### src/rtl/mag_cmp_seq.sv
// Multi-cycle magnitude comparator: walks the operands SLICE bits per cycle, MSB first,
// and stops at the first differing slice. Result {gt, eq, lt} is held until the next compare.
module mag_cmp_seq #(
   parameter int WIDTH = 16,
   parameter int SLICE = 4
) (
   input  logic             clk,
   input  logic             rst,
   input  logic             start,
   input  logic [WIDTH-1:0] a,
   input  logic [WIDTH-1:0] b,
   input  logic             signed_mode,
   output logic             busy,
   output logic             done,
   output logic [2:0]       out
);

   localparam int N  = WIDTH / SLICE;
   localparam int IW = (N > 1) ? $clog2(N) : 1;
   localparam logic [IW-1:0]    IDX_TOP  = IW'(N - 1);
   localparam logic [WIDTH-1:0] SIGN_BIT = {1'b1, {(WIDTH-1){1'b0}}};

   localparam logic [1:0] IDLE = 2'd0;
   localparam logic [1:0] CMP  = 2'd1;
   localparam logic [1:0] DONE = 2'd2;

   logic [1:0]       state;
   logic [IW-1:0]    idx;
   logic [WIDTH-1:0] ra;
   logic [WIDTH-1:0] rb;
   logic [WIDTH-1:0] flip;
   logic [31:0]      sh;
   logic [SLICE-1:0] sa;
   logic [SLICE-1:0] sb;

   // Flipping the sign bit of both operands maps two's-complement order onto unsigned order.
   assign flip = signed_mode ? SIGN_BIT : '0;

   assign sh = 32'(idx) * 32'(SLICE);
   assign sa = SLICE'(ra >> sh);
   assign sb = SLICE'(rb >> sh);

   assign busy = (state == CMP);
   assign done = (state == DONE);

   // NOTE: non-blocking assignments keep every register update here independent of statement order.
   always_ff @(posedge clk) begin
      if (rst) begin
         state <= IDLE;
         idx   <= IDX_TOP;
         ra    <= '0;
         rb    <= '0;
         out   <= 3'b000;
      end else begin
         case (state)
            IDLE, DONE: begin
               if (start) begin
                  ra    <= a ^ flip;
                  rb    <= b ^ flip;
                  idx   <= IDX_TOP;
                  state <= CMP;
               end else begin
                  state <= IDLE;
               end
            end
            CMP: begin
               if (sa != sb) begin
                  out   <= {sa > sb, 1'b0, sa < sb};
                  state <= DONE;
               end else if (idx == '0) begin
                  out   <= 3'b010;
                  state <= DONE;
               end else begin
                  idx <= idx - 1'b1;
               end
            end
            default: state <= IDLE;
         endcase
      end
   end

endmodule

### config.mk
export PLATFORM = sky130hd
export DESIGN_NAME = mag_cmp_seq
export DESIGN_NICKNAME = d
export VERILOG_FILES = /design/src/rtl/mag_cmp_seq.sv
export SDC_FILE = /design/constraint.sdc
export NUM_CORES = 1
export LEC_CHECK = 0
export ABC_AREA = 1
export CAP_MARGIN = 20
export CORE_MARGIN = 5
export CORE_UTILIZATION = 40
export CTS_CLUSTER_DIAMETER = 150
export DETAILED_ROUTE_END_ITERATION = 10
export PLACE_DENSITY_LB_ADDON = 0.15
export SYNTH_ARGS = -nofsm -noshare
export SYNTH_HDL_FRONTEND = slang
export SYNTH_SLANG_ARGS = --single-unit
### constraint.sdc
create_clock -name clk -period 2.5 [get_ports clk]
set_input_delay 0.5 -clock clk [delete_from_list [all_inputs] [get_ports clk]]
set_output_delay 0.5 -clock clk [all_outputs]
set_load 0.005 [all_outputs]
## Word-level counts from Yosys, hierarchy flattened

Index checks and enable logic that the tools add are counted.

| cells by class | value |
|---|---|
| $mul | 0 |
| reductions and logical operators | 8 |
| equality and inequality tests | 7 |
| multiplexer cells | 11 |
| magnitude comparators | 2 |
| shifts and indexed selects | 2 |
| add/sub/neg operators | 1 |
| bitwise operators | 2 |
| divide/modulo/power cells | 0 |

Operators with widths:

| operator | count |
|---|---|
| $shr A16 B4 Y4 | 2 |
| $xor A16 B16 Y16 | 2 |
| $mux W16 | 1 |
| $mux W2 | 5 |
| $pmux W2 S2 | 2 |
| $mux W3 | 2 |
| $ne A2 B2 Y1 const B | 3 |
| $gt A4 B4 Y1 | 1 |
| $logic_not A2 Y1 | 2 |
| $lt A4 B4 Y1 | 1 |
| $ne A4 B4 Y1 | 1 |
| $reduce_and A2 Y1 | 2 |
| $reduce_and A4 Y1 | 1 |
| $reduce_bool A2 Y1 | 2 |
| $ne A3 B1 Y1 const B | 1 |
| $eq A2 B1 Y1 const B | 1 |
| $eq A2 B2 Y1 const B | 1 |
| $reduce_or A2 Y1 | 1 |
| $sub A2 B1 Y2 const B | 1 |
| $mux W1 | 1 |

| word-level totals | value |
|---|---|
| memories kept | 0 |
| memory bits (read-only) | 0 |
| output and inout bits | 5 |
| bits in latches | 0 |
| input bits | 36 |
| RAM bits | 0 |
| register bits after elaboration | 39 |

## Logic depth before layout (Yosys ltp)

Gate-level depths: netlist of the first run.

| logic depth | value |
|---|---|
| word-level depth | 4 |
| gate-level depth with buffers | 13 |

## Least setup slack after synthesis of the first run

No wires, ideal clock.

| timing | value |
|---|---|
| path type | reg2reg |
| start point | register idx[1] |
| end point | register idx[0] |
| stages on the path, launching flop included | 10 |
| data arrival time | 1.577 ns |
| setup slack | 0.806 ns |
| cell sequence | dfxtp_1 inv_2 buf_2 a32o_1 ha_1 nand2_1 nor2_1 nand3_2 a21oi_1 nand2_1 |

| between the ends | value |
|---|---|
| longest elaborated chain between the ends | 4 |
| elaborated cells on any way between the ends | 7 |
| classes of those cells | 3 x eq/ne; 2 x shift; 2 x reduce/logical |

Ends and longest elaborated chain:

| what | line | text |
|---|---|---|
| start, declared | 28 | `logic [IW-1:0] idx;` |
| start signal, assigned | 74 | `idx <= idx - 1'b1;` |
| $shr A16 B4 Y4 (on tied branches) | 40, 41 |  |
| $ne A4 B4 Y1 | 67 | `if (sa != sb) begin` |
| $ne A2 B2 Y1 (no line) | -- |  |
| $reduce_and A4 Y1 (no line) * | -- |  |

Every way passes the cells marked *; elsewhere a longest branch is shown, timed or not.
A chain may end at the register's enable or synchronous reset.

## Worst setup path after layout of the first run

| timing | value |
|---|---|
| start point | register idx[0] |
| end point | register idx[0] |

| between the ends | value |
|---|---|
| longest elaborated chain between the ends | 4 |
| elaborated cells on any way between the ends | 11 |
| classes of those cells | 1 x add/sub; 3 x eq/ne; 2 x shift; 3 x mux; 2 x reduce/logical |

Ends and longest elaborated chain:

| what | line | text |
|---|---|---|
| $shr A16 B4 Y4, or another cell as far along | 40 | `assign sa = SLICE'(ra >> sh);` |
| $ne A4 B4 Y1 or $mux W2 (tied branches) | 67, 70 |  |
| $ne A2 B2 Y1 (no line) or $mux W2 (tied branches) | -- |  |
| $reduce_and A4 Y1 (no line) or $pmux W2 S2 (tied branches) | -- |  |

Parallel ways exist; a longest one is shown, timed or not. The select of a mux whose other input is x is not followed.

==> impl_metrics.tcl, run 1 <==
set metrics [dict create \
    status "finished clean" \
    fp-row-count 24 \
    core-area_sq_mm 0.004354 \
    synth_area_leader_cell "dfxtp_1" \
    finalWirelength_um 3887 \
    finalPower_w 0.001471 \
    path_cells "buf_4, nand2_1, a32o_1, ha_1, nand2_1, nor2_1, nand3_2, a21oi_1, nand2_1" \
    cts_tree "yes" \
    cts-root-buf "clkbuf_8" \
    p_leak_nw 0.9255 \
    numCtsBuffers 5 \
    die_area_sq_mm 0.005911 \
    synth_top_area_share 0.4364 \
    ir_worst_vdd_v 0.0003357 \
    syn_to_final_growth_pct 26.78 \
    worst_pin_slew_ns 0.4497 \
    cts_hold_buf 0 \
    synth_cells 238 \
    cts_setup_buffers 0 \
    grt_pass1_wl_um 6410 \
    fin_setup_tns_ns 0 \
    relSlewSlack 0.6998 \
    initial_core_util 0.4109 \
    power.density_mw_per_mm2 648.4 \
    clock_skew_ns 0.006292 \
    yosysSeqAreaShare 0.4364 \
    slowest_stage "dfxtp_1" \
    grt_use_total 0.1329 \
    ant_nets 0 \
    crit_type "flip-flop to flip-flop" \
    cts.sinks 39 \
    yosysWarnings 0 \
    setup_viol 0 \
    worstPathArrival_ns 2.14 \
    netlist_area_sq_mm 0.001789 \
    synth_cell_types 23 \
    drt_iter0_drc 119 \
    syn_nets 279 \
    hold_violations 0 \
    slew_viol_final 0 \
    fmaxAchievable_mhz 510.4 \
    post-route-util 0.5210 \
    drt-pass1-iter-count 4 \
    n_antenna_cell 0 \
    clk_latency_ns 0.28 \
    clkTransAtPathRegs_ns 0.07 \
    period_minus_slack_ns 1.959 \
    h-tree-depth 2 \
    critical_path_required_ns 2.68 \
    drive_gt1_frac 0.07636 \
    cts_resized 0 \
    critPathCaptureType "flip-flop" \
    grt_pass1_vias 1422 \
    max-clock-path-buffers 2 \
    synth_area_per_cell_sq_um 7.518 \
    vias_per_cell 4.872 \
    overflow 0 \
    crit_path_frequent_cell "nand2_1" \
    cpPeakStageDelay_ns 0.50 \
    wl_per_cell_um 11.89 \
    worst_setup_path_start_kind "flip-flop" \
    place_congestion 0.7984 \
    vias 1593 \
    hpwl_um 2790 \
    io_pins 41 \
    placement.io_buffers 40 \
    holdCritPathClass "flip-flop to flip-flop" \
    rsz0062_at_grt "no" \
    fp.dieH_um 76.88 \
    ys_top_cells_by_area "dfxtp_1 44%, nor2_1 15%, o21ai_0 7.6%" \
    path_max_fanout 12 \
    layout_commonest_cell "nor2_1" \
    drv_cap 0 \
    min_period_over_period 0.7837 \
    grt_max_degree 35 \
    fp.dieW_um 76.88 \
    synth_seq_cells 39 \
    layout_common_cells "70 x nor2_1, 40 x clkdlybuf4s50_1, 39 x dfxtp_1" \
    antenna_found_initial 0 \
    whs_ns 0.4624 \
    final_net_count 315 \
    drc 0 \
]
[path summary, 6_finish.rpt]
path | slack [ns] | cells past startpoint | from | to
worst max-delay path | 0.54 | 9 | idx[0] | idx[0]
worst max register to register | 0.54 | 9 | idx[0] | idx[0]
worst min register to register | 0.46 | 2 | out[1] | out[1]
worst min-delay path | 0.46 | 2 | out[1] | out[1]
[final cells by class]
cell class,count,area (sq um)
sequential,39,780.7
multi-input combinational,174,857.1
tap,52,65.06
timing repair buffer,42,415.4
clock buffer,8,100.1
fill,435,2086
inverter,12,50.05
[stage by stage]
stage / worst slack (ns) / instance area (sq um) / instances
final: 0.5407 / 2268 / 327
after global routing: 0.3714 / 2268 / 327
after CTS: 0.5648 / 2268 / 327
after detailed placement: 0.5838 / 2168 / 319
after global placement: 0.6123 / 2168 / 319
after floorplan: 0.8064 / 1789 / 238
[metal layers]
metal	part of all wire	track usage
met4	0.011	0.05944
met3	0.050	0.03864
met5	0	0
met2	0.47	0.2105
met1	0.46	0.1662
[synth_stat cells (all sizes together)]
cell,n
o22ai,4
a211oi,1
a21oi,12
nand3,4
buf,13
nand2,30
a32o,4
inv,12
xnor2,2
o21ai,41
nor2,71
ha,5
dfxtp,39
[flip-flops by register name (all words and copies together), names as in the netlist]
name	cells
state	2
out	3
rb	16
idx	2
ra	16
[power by group]
group	total (W)	internal, W	switching, W
clock	0.000451	0.000252	0.000200
combinational	0.000308	0.000148	0.000160
sequential	0.000711	0.000676	0.0000353
[worst max-delay path, delay by kind of cell (launching register included)]
kind	cells	cell delay, ns
compound gates	2	0.40
fa+ha+maj	1	0.28
buf+inv	1	0.24
flops	1	0.50
simple gates	5	0.43
[cells by family (layout without fill, tap and decap cells)]
family,after synthesis,in the layout,share of synthesized area
and+or+nand+nor,105,105,0.2406
AOI/OAI and AO/OA,62,62,0.1937
DFF,39,39,0.4364
buffers and inverters,25,62,0.08461
adders and majority gates,5,5,0.03497
xor gates and xnor gates,2,2,0.009792
Power figures use the tool's default switching activity.
==> inputs of run 2 (changes only) <==
==> constraint.sdc (replaced) <==
create_clock -name clk -period 2 [get_ports clk]
set_input_delay 0.4 -clock clk [delete_from_list [all_inputs] [get_ports clk]]
set_output_delay 0.4 -clock clk [all_outputs]
set_load 0.005 [all_outputs]
==> impl_metrics.tcl, run 2 (synthesis results as in run 1) <==
set metrics [dict create \
    slew_viol_final 0 \
    drt-pass1-iter-count 4 \
    dp_cells 322 \
    finalWorstSetupSlack_ns 0.1361 \
    r2r_start "idx[1]" \
    finalInstanceArea_sq_mm 0.002305 \
    regToRegSetupSlack_ns 0.14 \
    drv_cap 0 \
    seqPwrFrac 0.477 \
    hpwl_um 2971 \
    worst_pin_slew_ns 0.3244 \
    drt_iter0_drc 94 \
    layout_common_cells "70 x nor2_1, 40 x clkdlybuf4s50_1, 38 x dfxtp_1" \
    numCtsBuffers 5 \
    fp-row-count 24 \
    period_minus_slack_ns 1.864 \
    startpoint "idx[1]" \
    internal_power_w 0.001351 \
    vias_per_cell 4.864 \
    cts_tree "yes" \
    slowest_stage "dfxtp_1" \
    n_antenna_cell 0 \
    grt_use_total 0.1389 \
    syn_to_final_growth_pct 28.81 \
    ant_nets 0 \
    placement.io_buffers 40 \
    dp_slack_ns 0.1369 \
    overflow 0 \
    clkTransAtPathRegs_ns 0.07 \
    min_period_over_period 0.9319 \
    vias 1605 \
    setup_viol 0 \
    rr_worst_depth 7 \
    cpPeakStageDelay_ns 0.45 \
    cts-root-buf "clkbuf_8" \
    crit_type "flip-flop to flip-flop" \
    ir_worst_vdd_v 0.0003588 \
    antenna_found_initial 0 \
    path_cells "inv_2, a32o_1, ha_1, nand2_1, o21ai_2, nand3_1, a21oi_1" \
    cp-endpoint "out[2]" \
    reg2reg_to "out[2]" \
    instances_no_fill 330 \
    finalWirelength_um 4040 \
    place_congestion 0.9146 \
    relSlewSlack 0.7838 \
    nFillCells 440 \
    netSwitchingPower_w 0.0005089 \
    h-tree-depth 2 \
    fmaxAchievable_mhz 536.5 \
    pwr-share-comb 0.213 \
    critical_path_required_ns 2.22 \
    clock_skew_ns 0.003024 \
    drive_gt1_frac 0.08993 \
    placed_cell_area_sq_mm 0.002203 \
    reg_top3 "ra (16), rb (16), out (3)" \
    grt_pass1_vias 1457 \
    worstPathArrival_ns 2.08 \
    status "finished clean" \
    die_area_sq_mm 0.005911 \
    path_max_fanout 13 \
    cts.sinks 39 \
    fp.dieW_um 76.88 \
    grt_pass1_wl_um 6672 \
    grt_max_degree 35 \
    fp.dieH_um 76.88 \
    clk_latency_ns 0.29 \
    critPathCaptureType "flip-flop" \
    initial_core_util 0.4109 \
    hold_violations 0 \
    final_net_count 318 \
    io_pins 41 \
    rsz0062_at_grt "no" \
    wl_per_cell_um 12.24 \
    holdCritPathClass "flip-flop to flip-flop" \
    drc 0 \
    power.density_mw_per_mm2 807.1 \
    switching_share 0.2736 \
    clockPowerShare 0.310 \
    layout_commonest_cell "nor2_1" \
    p_leak_nw 0.9434 \
    worst_setup_path_start_kind "flip-flop" \
    fin_setup_tns_ns 0 \
    core-area_sq_mm 0.004354 \
    finalPower_w 0.001860 \
    max-clock-path-buffers 2 \
]
==> run 2: changes by cell type in the layout (fill, tap and decap cells not counted), sizes merged <==
cell / change
buf: +3
==> run 2: stage by stage <==
stage | hold WS [ns] | utilization
after detailed placement | 0.4582 | 0.5060
after floorplan | 0.4489 | -
after global routing | 0.5018 | 0.5293
after global placement | 0.4579 | 0.5060
after CTS | 0.4691 | 0.5290
final | 0.4711 | 0.5293
==> run 2: how the worst min path moves through the flow <==
stage,start,endpoint,slack [ns],cells after the start
detailed placement,out[1],out[1],0.46,2
floorplan,ra[11],ra[11],0.45,2
global route,ra[9],ra[9],0.50,2
finish,out[1],out[1],0.47,2
CTS,out[1],out[1],0.47,2
global placement,out[1],out[1],0.46,2
==> run 2: power by group through the flow <==
stage               logic (W)  clock network [W]  registers [W]
CTS                  0.000398           0.000598       0.000888
global placement     0.000394                  0       0.000905
finish               0.000395           0.000577       0.000888
floorplan            0.000272                  0       0.000891
detailed placement   0.000397                  0       0.000906
global route         0.000449           0.000632       0.000896
==> run 2: per-layer routing <==
| metal | routed length [um] | global-route usage |
|---|---|---|
| met5 | 0 | 0 |
| met4 | 71 | 0.05245 |
| met3 | 212 | 0.04098 |
| met2 | 1888 | 0.2267 |
| met1 | 1868 | 0.1714 |
==> run 2: timing repair <==
item	in CTS	in global routing
buffers inserted	0	0
hold buffers	0	0
resized for setup	0	1
setup endpoints to repair	0	6
==> run 2: cell type report <==
type,instances,area (sq um),area share
multi-input cells,174,857.1,0.3719
flip-flops and latches,39,782.0,0.3393
clock buffers,8,100.1,0.04343
inverters,12,50.05,0.02172
well taps,52,65.06,0.02823
repair buffers,45,450.4,0.1954
==> run 2: worst max-delay path: cells and delay by family (launching register included) <==
kind                       cells  cell delay (ns)
and+or+nand+nor                2             0.20
adders and majority gates      1             0.30
AOI/OAI and AO/OA              3             0.69
buffers and inverters          1             0.15
DFF                            1             0.45
==> inputs of run 3 (changes only) <==
--- a/config.mk
+++ b/config.mk
@@ -7,10 +7,12 @@
 export LEC_CHECK = 0
 export ABC_AREA = 1
 export CAP_MARGIN = 20
+export CORE_ASPECT_RATIO = 0.75
 export CORE_MARGIN = 5
 export CORE_UTILIZATION = 40
 export CTS_CLUSTER_DIAMETER = 150
 export DETAILED_ROUTE_END_ITERATION = 10
+export GPL_ROUTABILITY_DRIVEN = 0
 export PLACE_DENSITY_LB_ADDON = 0.15
 export SYNTH_ARGS = -nofsm -noshare
 export SYNTH_HDL_FRONTEND = slang
==> impl_metrics.tcl, run 3 (synthesis results as in run 1) <==
set metrics [dict create \
    worst_setup_path_start_kind "flip-flop" \
    initial_core_util 0.4078 \
    reg_top3 "ra (16), rb (16), out (3)" \
    drive_gt1_frac 0.08333 \
    cts_resized 0 \
    placement.io_buffers 40 \
    final_net_count 318 \
    post-route-util 0.5204 \
    relSlewSlack 0.7851 \
    core-area_sq_mm 0.004388 \
    path_max_fanout 6 \
    hold_violations 0 \
    holdCritPathClass "flip-flop to flip-flop" \
    crit_type "flip-flop to output pin" \
    cts_hold_buf 0 \
    clkTransAtPathRegs_ns 0.06 \
    fin_setup_tns_ns 0 \
    vias_per_cell 4.847 \
    max-clock-path-buffers 2 \
    ant_nets 0 \
    drv_cap 0 \
    cts.sinks 39 \
    grt_max_degree 35 \
    clk_latency_ns 0.28 \
    cts_setup_buffers 0 \
    hpwl_um 2946 \
    syn_to_final_growth_pct 27.62 \
    drc 0 \
    min_period_over_period 0.8898 \
    p_leak_nw 0.9311 \
    die_area_sq_mm 0.005924 \
    io_pins 41 \
    finalWirelength_um 4050 \
    rsz0062_at_grt "no" \
    fp-row-count 21 \
    clock_skew_ns 0.004427 \
    fp.dieH_um 67.92 \
    antenna_found_initial 0 \
    path_cells "inv_2, nor2_8, clkdlybuf4s50_1" \
    fmaxAchievable_mhz 561.9 \
    layout_common_cells "70 x nor2_1, 40 x clkdlybuf4s50_1, 38 x dfxtp_1" \
    nFillCells 441 \
    worstPathArrival_ns 1.38 \
    drt_iter0_drc 89 \
    cts-root-buf "clkbuf_8" \
    grt_pass1_vias 1576 \
    grt_pass1_wl_um 6810 \
    h-tree-depth 2 \
    critical_path_required_ns 1.60 \
    vias 1614 \
    slew_viol_final 0 \
    power.density_mw_per_mm2 769.7 \
    grt_use_total 0.1474 \
    cts_tree "yes" \
    status "finished clean" \
    n_antenna_cell 0 \
    overflow 0 \
    wl_per_cell_um 12.16 \
    critPathCaptureType "output pin" \
    ir_worst_vdd_v 0.0003008 \
    worst_pin_slew_ns 0.3223 \
    setup_viol 0 \
    fp.dieW_um 87.23 \
    numCtsBuffers 5 \
    layout_commonest_cell "nor2_1" \
    cpPeakStageDelay_ns 0.52 \
    period_minus_slack_ns 1.780 \
    drt-pass1-iter-count 4 \
    slowest_stage "clkdlybuf4s50_1" \
]
==> run 3: worst paths after layout <==
check                              start      to  slack (ns)  cells past startpoint
worst min-delay path              out[1]  out[1]        0.46                      2
worst max register to register    idx[0]  idx[0]        0.23                      9
worst max-delay path            state[0]    busy        0.22                      3
worst min register to register    out[1]  out[1]        0.46                      2
==> run 3: layout make-up <==
cell class	instances	area, sq um	area share
inverter	12	50.05	0.02192
multi-input combinational	174	857.1	0.3753
sequential	39	782.0	0.3425
timing repair buffer	45	450.4	0.1973
clock buffer	6	72.57	0.03178
tap	57	71.32	0.03123
==> run 3: routing by layer <==
metal | global-route usage | share of wire
met4 | 0.05556 | 0.020
met3 | 0.04212 | 0.054
met5 | 0 | 0
met1 | 0.1914 | 0.50
met2 | 0.2339 | 0.43
==> run 3: power by group <==
part | switching, W | internal [W] | leakage (nW)
registers | 0.0000394 | 0.000845 | 0.322
logic | 0.000211 | 0.000193 | 0.572
clock network | 0.000237 | 0.000232 | 0.0371
total | 0.000488 | 0.00127 | 0.931
==> run 3: per-stage QoR <==
stage               area, sq um  instances  setup slack (ns)  hold WS, ns  power [W]
finish                     2283        333            0.2204       0.4605   0.001758
detailed placement         2210        327            0.1659       0.4545   0.001309
global route               2283        333           0.02238       0.4969   0.001873
floorplan                  1789        238            0.3064       0.4489   0.001162
global placement           2210        327            0.2278       0.4537   0.001300
CTS                        2282        333            0.1626       0.4647   0.001778
==> run 3: critical path: cells and delay by family, from the launching register on <==
family	cells	cell delay, ns
buffers and inverters	2	0.60
DFF	1	0.35
and+or+nand+nor	1	0.14
